`src/rtl/psdmuladd.sv`:
```
// Sequential multiply-accumulate: product = multiplicand * multiplier + addend,
// one multiplier bit per cycle (inverse of the sequential divider).
module psdmuladd (
    input  logic        clock,
    input  logic        reset,
    input  logic        run,
    output logic        busy,
    output logic        done,
    input  logic [31:0] multiplicand,
    input  logic [15:0] multiplier,
    input  logic [15:0] addend,
    output logic [47:0] product,
    output logic [1:0]  dbg_state
);

    typedef enum logic [1:0] {
        IDLE = 2'd0,
        CALC = 2'd1,
        LOAD = 2'd2
    } state_t;

    state_t      state, state_next;
    logic [47:0] mcand_r;
    logic [15:0] mplier_r;
    logic [47:0] acc;
    logic [3:0]  cnt;

    assign dbg_state = state;

    // Handshake: run is sampled only in IDLE; busy is high from the accepting
    // edge through the LOAD edge, where done pulses once with product updated.
    // A run seen while busy is dropped, never queued.
    always_comb begin
        state_next = state;
        case (state)
            IDLE:    if (run) state_next = CALC;
            CALC:    if (cnt == 4'd15) state_next = LOAD;
            LOAD:    state_next = IDLE;
            default: state_next = IDLE;
        endcase
    end

    always_ff @(posedge clock) begin
        if (reset) begin
            state    <= IDLE;
            busy     <= 1'b0;
            done     <= 1'b0;
            product  <= 48'd0;
            mcand_r  <= 48'd0;
            mplier_r <= 16'd0;
            acc      <= 48'd0;
            cnt      <= 4'd0;
        end else begin
            state <= state_next;
            done  <= 1'b0;
            case (state)
                IDLE: begin
                    if (run) begin
                        mcand_r  <= {16'd0, multiplicand};
                        mplier_r <= multiplier;
                        acc      <= {32'd0, addend};
                        cnt      <= 4'd0;
                        busy     <= 1'b1;
                    end
                end
                CALC: begin
                    // Fixed 16 iterations; no early exit when the multiplier runs out of ones.
                    if (mplier_r[0]) acc <= acc + mcand_r;
                    mcand_r  <= mcand_r << 1;
                    mplier_r <= mplier_r >> 1;
                    cnt      <= cnt + 4'd1;
                end
                LOAD: begin
                    product <= acc;
                    done    <= 1'b1;
                    busy    <= 1'b0;
                end
                default: ;
            endcase
        end
    end

endmodule

```
`config.mk`:
```
export PLATFORM = sky130hd
export DESIGN_NAME = psdmuladd
export DESIGN_NICKNAME = d
export VERILOG_FILES = /design/src/rtl/psdmuladd.sv
export SDC_FILE = /design/constraint.sdc
export NUM_CORES = 1
export LEC_CHECK = 0
export BUFFER_PORTS_ARGS = -buffer_cell sky130_fd_sc_hd__buf_2
export CORE_AREA = 4 4 113 136
export DETAILED_ROUTE_END_ITERATION = 12
export DIE_AREA = 0 0 117 140
export GPL_TIMING_DRIVEN = 0
export PLACE_DENSITY = 0.91
export SLEW_MARGIN = 5
export SYNTH_ARGS = -nofsm -noshare
export SYNTH_HDL_FRONTEND = slang
export SYNTH_SLANG_ARGS = --single-unit
```
`constraint.sdc`:
```
create_clock -name clock -period 4.1 [get_ports clock]
set_input_delay 0.205 -clock clock [delete_from_list [all_inputs] [get_ports clock]]
set_output_delay 0.205 -clock clock [all_outputs]
set_load 0.01 [all_outputs]
```
# Word-level counts from Yosys, hierarchy flattened
# Cells that the tools add are included.
# op_classes
add_sub_neg	2
n_eq_ne	6
muxes	15
n_reduce_logical	7
# ops
operator	count
case mux 48 bit (2 select lines)	2
two-way mux 48 bit	3
adder 48 bit	1
case mux 16 bit (2 select lines)	1
two-way mux 16 bit	1
case mux 4 bit (2 select lines)	1
!= test 2 bit, second input constant	3
AND reduction 2 bit	3
adder 4 x 1 -> 4 bit, second input constant	1
equality test 4 bit, second input constant	1
two-way mux 2 bit	2
two-way mux 4 bit	1
case mux 2 bit (2 select lines)	1
nonzero test 2 bit	2
AND reduction 3 bit	1
equality test 2 x 1 -> 1 bit, second input constant	1
equality test 2 bit, second input constant	1
logical NOT 2 bit	1
two-way mux 1 bit	2
case mux 1 bit (2 select lines)	1
# totals
register_bits	168
out_inout_bits	52
elab_cells	38

# Depth between registers and ports, before layout
# Gate-level depths: netlist (run 1).
# logic_depth
depth_word	3
ltp_mapped	13

# Worst setup path after synthesis (run 1)
# OpenSTA, ideal clock, no wires.
# synth_path
path_type	flip-flop to flip-flop
start	reg mcand_r[0]
end	reg acc[44]
arrival_ps	2705
setup_slack_ps	1270
stages_incl_launch_ff	14
path_buffers	0
path_cell_list	dfxtp_1 ha_1 inv_1 fa_1 nor2b_2 o211ai_1 a31oi_4 a211oi_1 o21ai_2 a41oi_1 o31a_1 o41ai_2 xnor2_1 o21ai_1
# synth_between
elab_chain_len	3
# synth_rtl
element	line_no	rtl
from (decl)	23	logic [47:0] mcand_r;
from (signal assigned)	59	mcand_r <= {16'd0, multiplicand};
from (signal assigned)	69	mcand_r <= mcand_r << 1;
adder 48 bit	68	if (mplier_r[0]) acc <= acc + mcand_r;
two-way mux 48 bit	68	
case mux 48 bit (2 select lines)	56	case (state)
to (signal assigned)	61	acc <= {32'd0, addend};
to (signal assigned)	68	
to (decl)	25	logic [47:0] acc;
# Every way passes these cells. The select of a mux whose other input is x is not followed.
# A chain may end at the register's enable or synchronous reset.

# Final worst setup path (run 1)
# Same ends and word-level chain as after synthesis.

==> results of run 1 <==
-- power groups by stage --
stage / logic, uW / clock network (uW) / registers (uW)
after global placement: 519 / 0 / 1790
after CTS: 539 / 1660 / 1760
after detailed placement: 534 / 0 / 1790
after global routing: 615 / 1730 / 1770
final: 549 / 1660 / 1760
after floorplan: 383 / 0 / 1780
-- synthesized netlist by cell type, types with 14 or more instances --
library cell / instances
a21oi_1: 67
a21o_1: 26
a211oi_1: 14
dfxtp_1: 168
clkbuf_1: 65
a311oi_1: 59
o21ai_0: 37
nand3_1: 29
ha_1: 48
xnor2_1: 27
nand2_1: 188
nor2_1: 113
a22o_1: 48
-- per-layer routing --
metal / share of wire [%] / GRT usage (%)
met1: 40 / 38.9
met2: 48 / 52.0
met3: 7.5 / 6.31
met4: 3.9 / 14.9
met5: 0 / 0
-- cell usage in the layout (no fill, tap or decap), drive strengths merged, types with 3 or more instances in the layout --
cell type	synthesis	layout
ha	48	48
a22oi	11	11
inv	13	17
buf	10	128
a221oi	3	3
nor3	11	11
o21bai	7	7
or2	3	3
nand3	29	29
and2	6	6
nand2	188	188
o21ai	43	43
o31ai	6	6
nor2b	5	5
o211ai	4	4
dfxtp	168	168
nor2	113	113
a22o	48	48
clkbuf	66	86
o31a	3	3
clkinv	0	4
nand2b	4	4
o21a	9	9
mux2i	5	5
a41oi	5	5
xnor2	27	27
nand4	10	10
a21oi	70	70
and3	7	7
a311oi	59	59
a21o	26	26
nor3b	6	6
a211oi	14	14
xor2	13	13
-- worst max-delay path by stage --
stage                                       to                    start  slack, ps  cells after the start
after detailed placement  acc[44]$_SDFFE_PP0P_  mcand_r[0]$_SDFFE_PP0P_        790                     13
after CTS                 acc[44]$_SDFFE_PP0P_  mcand_r[0]$_SDFFE_PP0P_        780                     13
after floorplan           acc[44]$_SDFFE_PP0P_  mcand_r[0]$_SDFFE_PP0P_       1270                     13
final                     acc[44]$_SDFFE_PP0P_  mcand_r[0]$_SDFFE_PP0P_        700                     13
after global routing      acc[44]$_SDFFE_PP0P_      acc[0]$_SDFFE_PP0P_        550                     13
after global placement    acc[44]$_SDFFE_PP0P_  mcand_r[0]$_SDFFE_PP0P_        820                     13
-- metrics by stage --
| stage | cell area, sq um | power [uW] | std cells | setup WS, ps |
|---|---|---|---|---|
| floorplan | 8720 | 2160 | 1058 | 1270 |
| detailed placement | 9530 | 2330 | 1351 | 794 |
| finish | 10100 | 3960 | 1384 | 699 |
| global route | 10100 | 4110 | 1384 | 554 |
| CTS | 10100 | 3950 | 1383 | 782 |
| global placement | 9530 | 2310 | 1351 | 822 |
-- registers in the layout, indices dropped and copies added (netlist names) --
register	count
cnt	4
done	1
mplier_r	16
mcand_r	48
acc	48
product	48
busy	1
dbg_state	2
-- worst max-delay path: stages (launching register included) --
cell and delay (ps):
dfxtp_1 390, ha_1 210, inv_1 60, fa_1 390, nor2b_2 180, o211ai_1 200, a31oi_4 260, a211oi_1 140
o21ai_2 240, a41oi_1 290, o31a_1 440, o41ai_2 250, xnor2_1 150, o21ai_1 60
-- cell families (layout without fill, tap and decap cells) --
kind of cell	count (synthesis)	in the layout	share of synthesized area [%]
and+or+nand+nor	385	385	18.6
adders and majority gates	49	49	7.12
DFF	168	168	38.6
AOI/OAI and AO/OA	322	322	27.3
muxes	5	5	0.574
xor gates and xnor gates	40	40	4.02
other	0	1	0
buffers and inverters	89	239	3.86
-- final cells by class --
cell class | instances | area, sq um
multi-input combinational | 801 | 5020
clock buffer | 20 | 467
clock inverter | 12 | 140
sequential | 168 | 3360
fill | 1131 | 4040
buffer | 76 | 288
antenna | 1 | 2.50
inverter | 13 | 48.8
tap | 175 | 219
timing repair buffer | 118 | 591
==> run_results.csv, run 1 <==
group,metric,value,unit
yosys,synth_top_area_share,38.6,%
drt,dr.pass1.iters,5,
worst_setup_path,rr_worst_depth,13,
floorplanning,io_pins,119,
min_path,holdCritPathClass,"in -> reg",
layout,nNetsFinal,1311,
timing,clock_skew,14.2,ps
yosys,synth_top_flop_cell,"dfxtp_1",
worst_setup_path,end_kind,"flop",
timing,period_share,83.0,%
floorplanning,core,0.0142,sq mm
yosys,synthCells,1058,
power,power_switching,1110,uW
placement,dp_hpwl,18800,um
cts,numCtsBuffers,17,
run,maxCapViolations,0,
global_route,grt_pass1_vias,8490,
cts,cts-root-buf,"clkbuf_16",
drt,dr.first_iter.drc_count,670,
timing,drv_slew,0,
yosys,synth_fp_nets,1174,
power,peakVddDrop,306,uV
placement,portBuffers,118,
timing,setup_viol,0,
worst_setup_path,cp.required,4410,ps
power,intPower,2850,uW
cts,clkSinkCount,168,
timing,max-slew-margin-rel,53.0,%
drt,post_drt_wl_per_cell,18.2,um
yosys,ys_top_cells_by_area,"dfxtp_1 39%, nand2_1 8.1%, ha_1 6.9%, a311oi_1 5.9%, nor2_1 4.9%",
worst_setup_path,cp_max_fo,4,
floorplanning,start_util,61.5,%
yosys,ys_async_sr_fraction,0,%
yosys,synth.distinct_cells,58,
worst_setup_path,r2r-start,"mcand_r[0]$_SDFFE_PP0P_",
power,combPwrFrac,13.8,%
drt,drc,0,
yosys,synth_seq_area_share,38.6,%
layout,drive_gt1_share,13.8,%
worst_setup_path,rrSetupSlack,700,ps
cts,clock_path_buffers,2,
yosys,syn_area_per_cell,8.24,sq um
timing,final_hold_viol_count,0,
layout,fin_util,71.5,%
power,p_sw_share,28.1,%
worst_setup_path,critPathLaunchType,"flop",
floorplanning,chipWidth,117,um
timing,worstMarginPinSlew,704,ps
layout,area_growth,16.3,%
cts,post_cts_resized,0,
yosys,synth_area_leader_cell,"dfxtp_1",
floorplanning,die_y,140,um
timing,max_freq,294,MHz
drt,viasPerCell,6.21,
global_route,grt_pass1_wl,41100,um
drt,vias,8597,
cts,cts_tree,"done",
power,p_per_area,391,mW/mm^2
worst_setup_path,reg2reg_to,"acc[44]$_SDFFE_PP0P_",
cts,cts_setup_buffers,0,
timing,rsz0062_at_grt,"no",
min_path,hold_path.startpoint,"multiplier[15]",
power,clock_power_share,41.8,%
timing,hold_ws,30.6,ps
yosys,syn_area,0.00872,sq mm
worst_setup_path,cp_data_arrival_time,3710,ps
timing,tns,0,ps
min_path,holdPathEnd,"mplier_r[15]$_SDFFE_PP0P_",
worst_setup_path,crit_type,"reg -> reg",
placement,place.gp.congestion,0.945,
timing,min_period,3400,ps
min_path,worstHoldPathCells,3,
drt,drt_wl_total,25200,um
yosys,synth_seq_cells,168,
power,p_leak,0.00435,uW
outcome,outcome,"finished, final reports clean",
yosys,ys_warn_count,0,
global_route,grt_overflow,0,
global_route,grtUsageTotal,31.5,%
floorplanning,die-area,0.0164,sq mm
power,power_frac_seq,44.4,%
cts,htree_levels,4,
floorplanning,num_rows,48,
cts,clk_pin_slew,70,ps
global_route,grt_max_degree,17,
drt,ant_nets,0,
yosys,synth-edff-count,0,
cts,holdBufCountCts,0,
cts,clk_latency,440,ps
global_route,antenna_found_initial,1,
(Power assumes the default switching activity.)
==> run 2: changes to the inputs <==
- CORE_AREA: 4 4 113 136 -> 4 4 117 142
- DIE_AREA: 0 0 117 140 -> 0 0 121 146
- PLACE_DENSITY: 0.91 -> 0.85
- clock period: 4.1 -> 3.4 ns (I/O delays scaled with it)
==> run 2 against run 1 <==
Clock-buffer cell count decreased by 1; wire length shrank 0.45%; global-route usage down 3.2 points; first-iteration DRC count is 0.30% higher; via count down 0.50%; clock power is 22% higher; die area up 7.9%; critical path depth stayed put; sequential share of layout area fell by 1.2 points; register-to-register slack got worse by 550 ps; critical path type unchanged.
==> run_results.csv, run 2 (synthesis results as in run 1) <==
group,metric,value,unit
outcome,outcome,"finished, final reports clean",
worst_setup_path,critPathLaunchType,"flop",
layout,fin_util,68.6,%
cts,numCtsBuffers,17,
worst_setup_path,cp_max_fo,4,
worst_setup_path,rr_worst_depth,13,
placement,place.gp.congestion,0.961,
global_route,grtUsageTotal,28.3,%
timing,period_share,95.7,%
global_route,grt_max_degree,17,
global_route,met3_usage,4.74,%
floorplanning,num_rows,50,
global_route,gr-max-usage-layer,"met2",
layout,antenna_cells,0,
drt,drc,0,
drt,drt_wl_total,25100,um
timing,clock_skew,8.78,ps
run,maxCapViolations,0,
layout,final_common_cell,"nand2_1",
power,p_leak,0.00449,uW
floorplanning,start_util,56.9,%
worst_setup_path,rrSetupSlack,140,ps
drt,dr.first_iter.drc_count,672,
global_route,met2_usage,48.6,%
worst_setup_path,cp_data_arrival_time,3570,ps
timing,max_freq,307,MHz
floorplanning,core,0.0153,sq mm
min_path,worstHoldPathCells,3,
power,p_per_area,460,mW/mm^2
cts,cts_tree,"done",
floorplanning,chipWidth,121,um
placement,portBuffers,118,
global_route,met1_usage,34.9,%
layout,final_cell_mix,"188 x nand2_1, 168 x dfxtp_1, 119 x buf_2",
worst_setup_path,r2r-start,"mcand_r[0]$_SDFFE_PP0P_",
drt,vias,8554,
layout,nNetsFinal,1343,
layout,final_cell_area,0.0105,sq mm
timing,drv_slew,0,
cts,htree_levels,4,
drt,viasPerCell,5.91,
layout,regArea,0.00336,sq mm
layout,area_growth,20.6,%
layout,fillerInstances,1234,
global_route,grt_pass1_vias,8257,
layout,drive_gt1_share,13.6,%
placement,dpl_cell_area,0.00957,sq mm
floorplanning,die_y,146,um
timing,setup_viol,0,
worst_setup_path,reg2reg_to,"acc[44]$_SDFFE_PP0P_",
power,p_total,4830,uW
placement,dp_hpwl,18400,um
timing,tns,0,ps
worst_setup_path,cp.required,3710,ps
min_path,holdPathEnd,"mcand_r[12]$_SDFFE_PP0P_",
layout,multi_input_area,0.00503,sq mm
timing,worstMarginPinSlew,768,ps
global_route,antenna_found_initial,0,
min_path,hold_path.startpoint,"multiplicand[12]",
global_route,grt_pass1_wl,40500,um
cts,cts-root-buf,"clkbuf_16",
drt,post_drt_wl_per_cell,17.3,um
timing,hold_ws,4.15,ps
timing,max-slew-margin-rel,48.8,%
global_route,grt_overflow,0,
drt,ant_nets,0,
cts,clkSinkCount,168,
worst_setup_path,end_kind,"flop",
timing,min_period,3260,ps
floorplanning,die-area,0.0177,sq mm
layout,largestRegisters,"acc (48), mcand_r (48), product (48)",
timing,final_hold_viol_count,0,
cts,clk_pin_slew,70,ps
power,peakVddDrop,284,uV
cts,clock_path_buffers,2,
worst_setup_path,crit_type,"reg -> reg",
drt,dr.pass1.iters,8,
cts,clk_latency,440,ps
min_path,holdCritPathClass,"in -> reg",
floorplanning,io_pins,119,
## run 2: worst max-delay path by stage
stage,startpoint,end,slack (ps)
after floorplan,mcand_r[0]$_SDFFE_PP0P_,acc[44]$_SDFFE_PP0P_,570
after global placement,mcand_r[0]$_SDFFE_PP0P_,acc[44]$_SDFFE_PP0P_,110
after detailed placement,mcand_r[0]$_SDFFE_PP0P_,acc[44]$_SDFFE_PP0P_,40
after CTS,mcand_r[0]$_SDFFE_PP0P_,acc[44]$_SDFFE_PP0P_,30
after global routing,mcand_r[0]$_SDFFE_PP0P_,acc[44]$_SDFFE_PP0P_,-1
final,mcand_r[0]$_SDFFE_PP0P_,acc[44]$_SDFFE_PP0P_,140
## run 2: metal layers
metal,wire (um),up-vias
li1,-,4185
met1,10400,3977
met2,12200,329
met3,1670,63
met4,826,0
met5,0,-
## run 2: power breakdown
part           switching [uW]  total [uW]  internal [uW]
logic                     430         686            257
registers                71.7        2120           2050
clock network             841        2030           1190
total                    1340        4830           3490
## run 2: timing repair
item	CTS	global route
endpoints found under the setup margin	0	3
gates resized for setup	0	2
hold buffers	31	0
setup buffers	0	1
endpoints found under the hold margin	31	0
## run 2: cell type report
class	instances	area share [%]
plain buffers	76	2.74
clock inverters	13	1.61
well taps	208	2.48
clock buffers	19	4.21
multi-input cells	801	47.9
inverters	13	0.464
repair buffers	150	8.64
flip-flops and latches	168	32.0
## run 2: stage by stage
stage | setup slack, ps | std cells
after floorplan | 570 | 1058
after global routing | -1.49 | 1448
final | 145 | 1448
after detailed placement | 40.9 | 1384
after global placement | 112 | 1384
after CTS | 26.8 | 1447
## run 2: critical path, cell delays in order, from the launching register on
cell	delay, ps
dfxtp_1	390
ha_1	220
inv_1	70
fa_1	400
nor2b_2	170
o211ai_1	190
a31oi_4	260
a211oi_1	140
o21ai_2	220
a41oi_2	250
o31a_1	370
o41ai_2	250
xnor2_1	160
o21ai_1	70
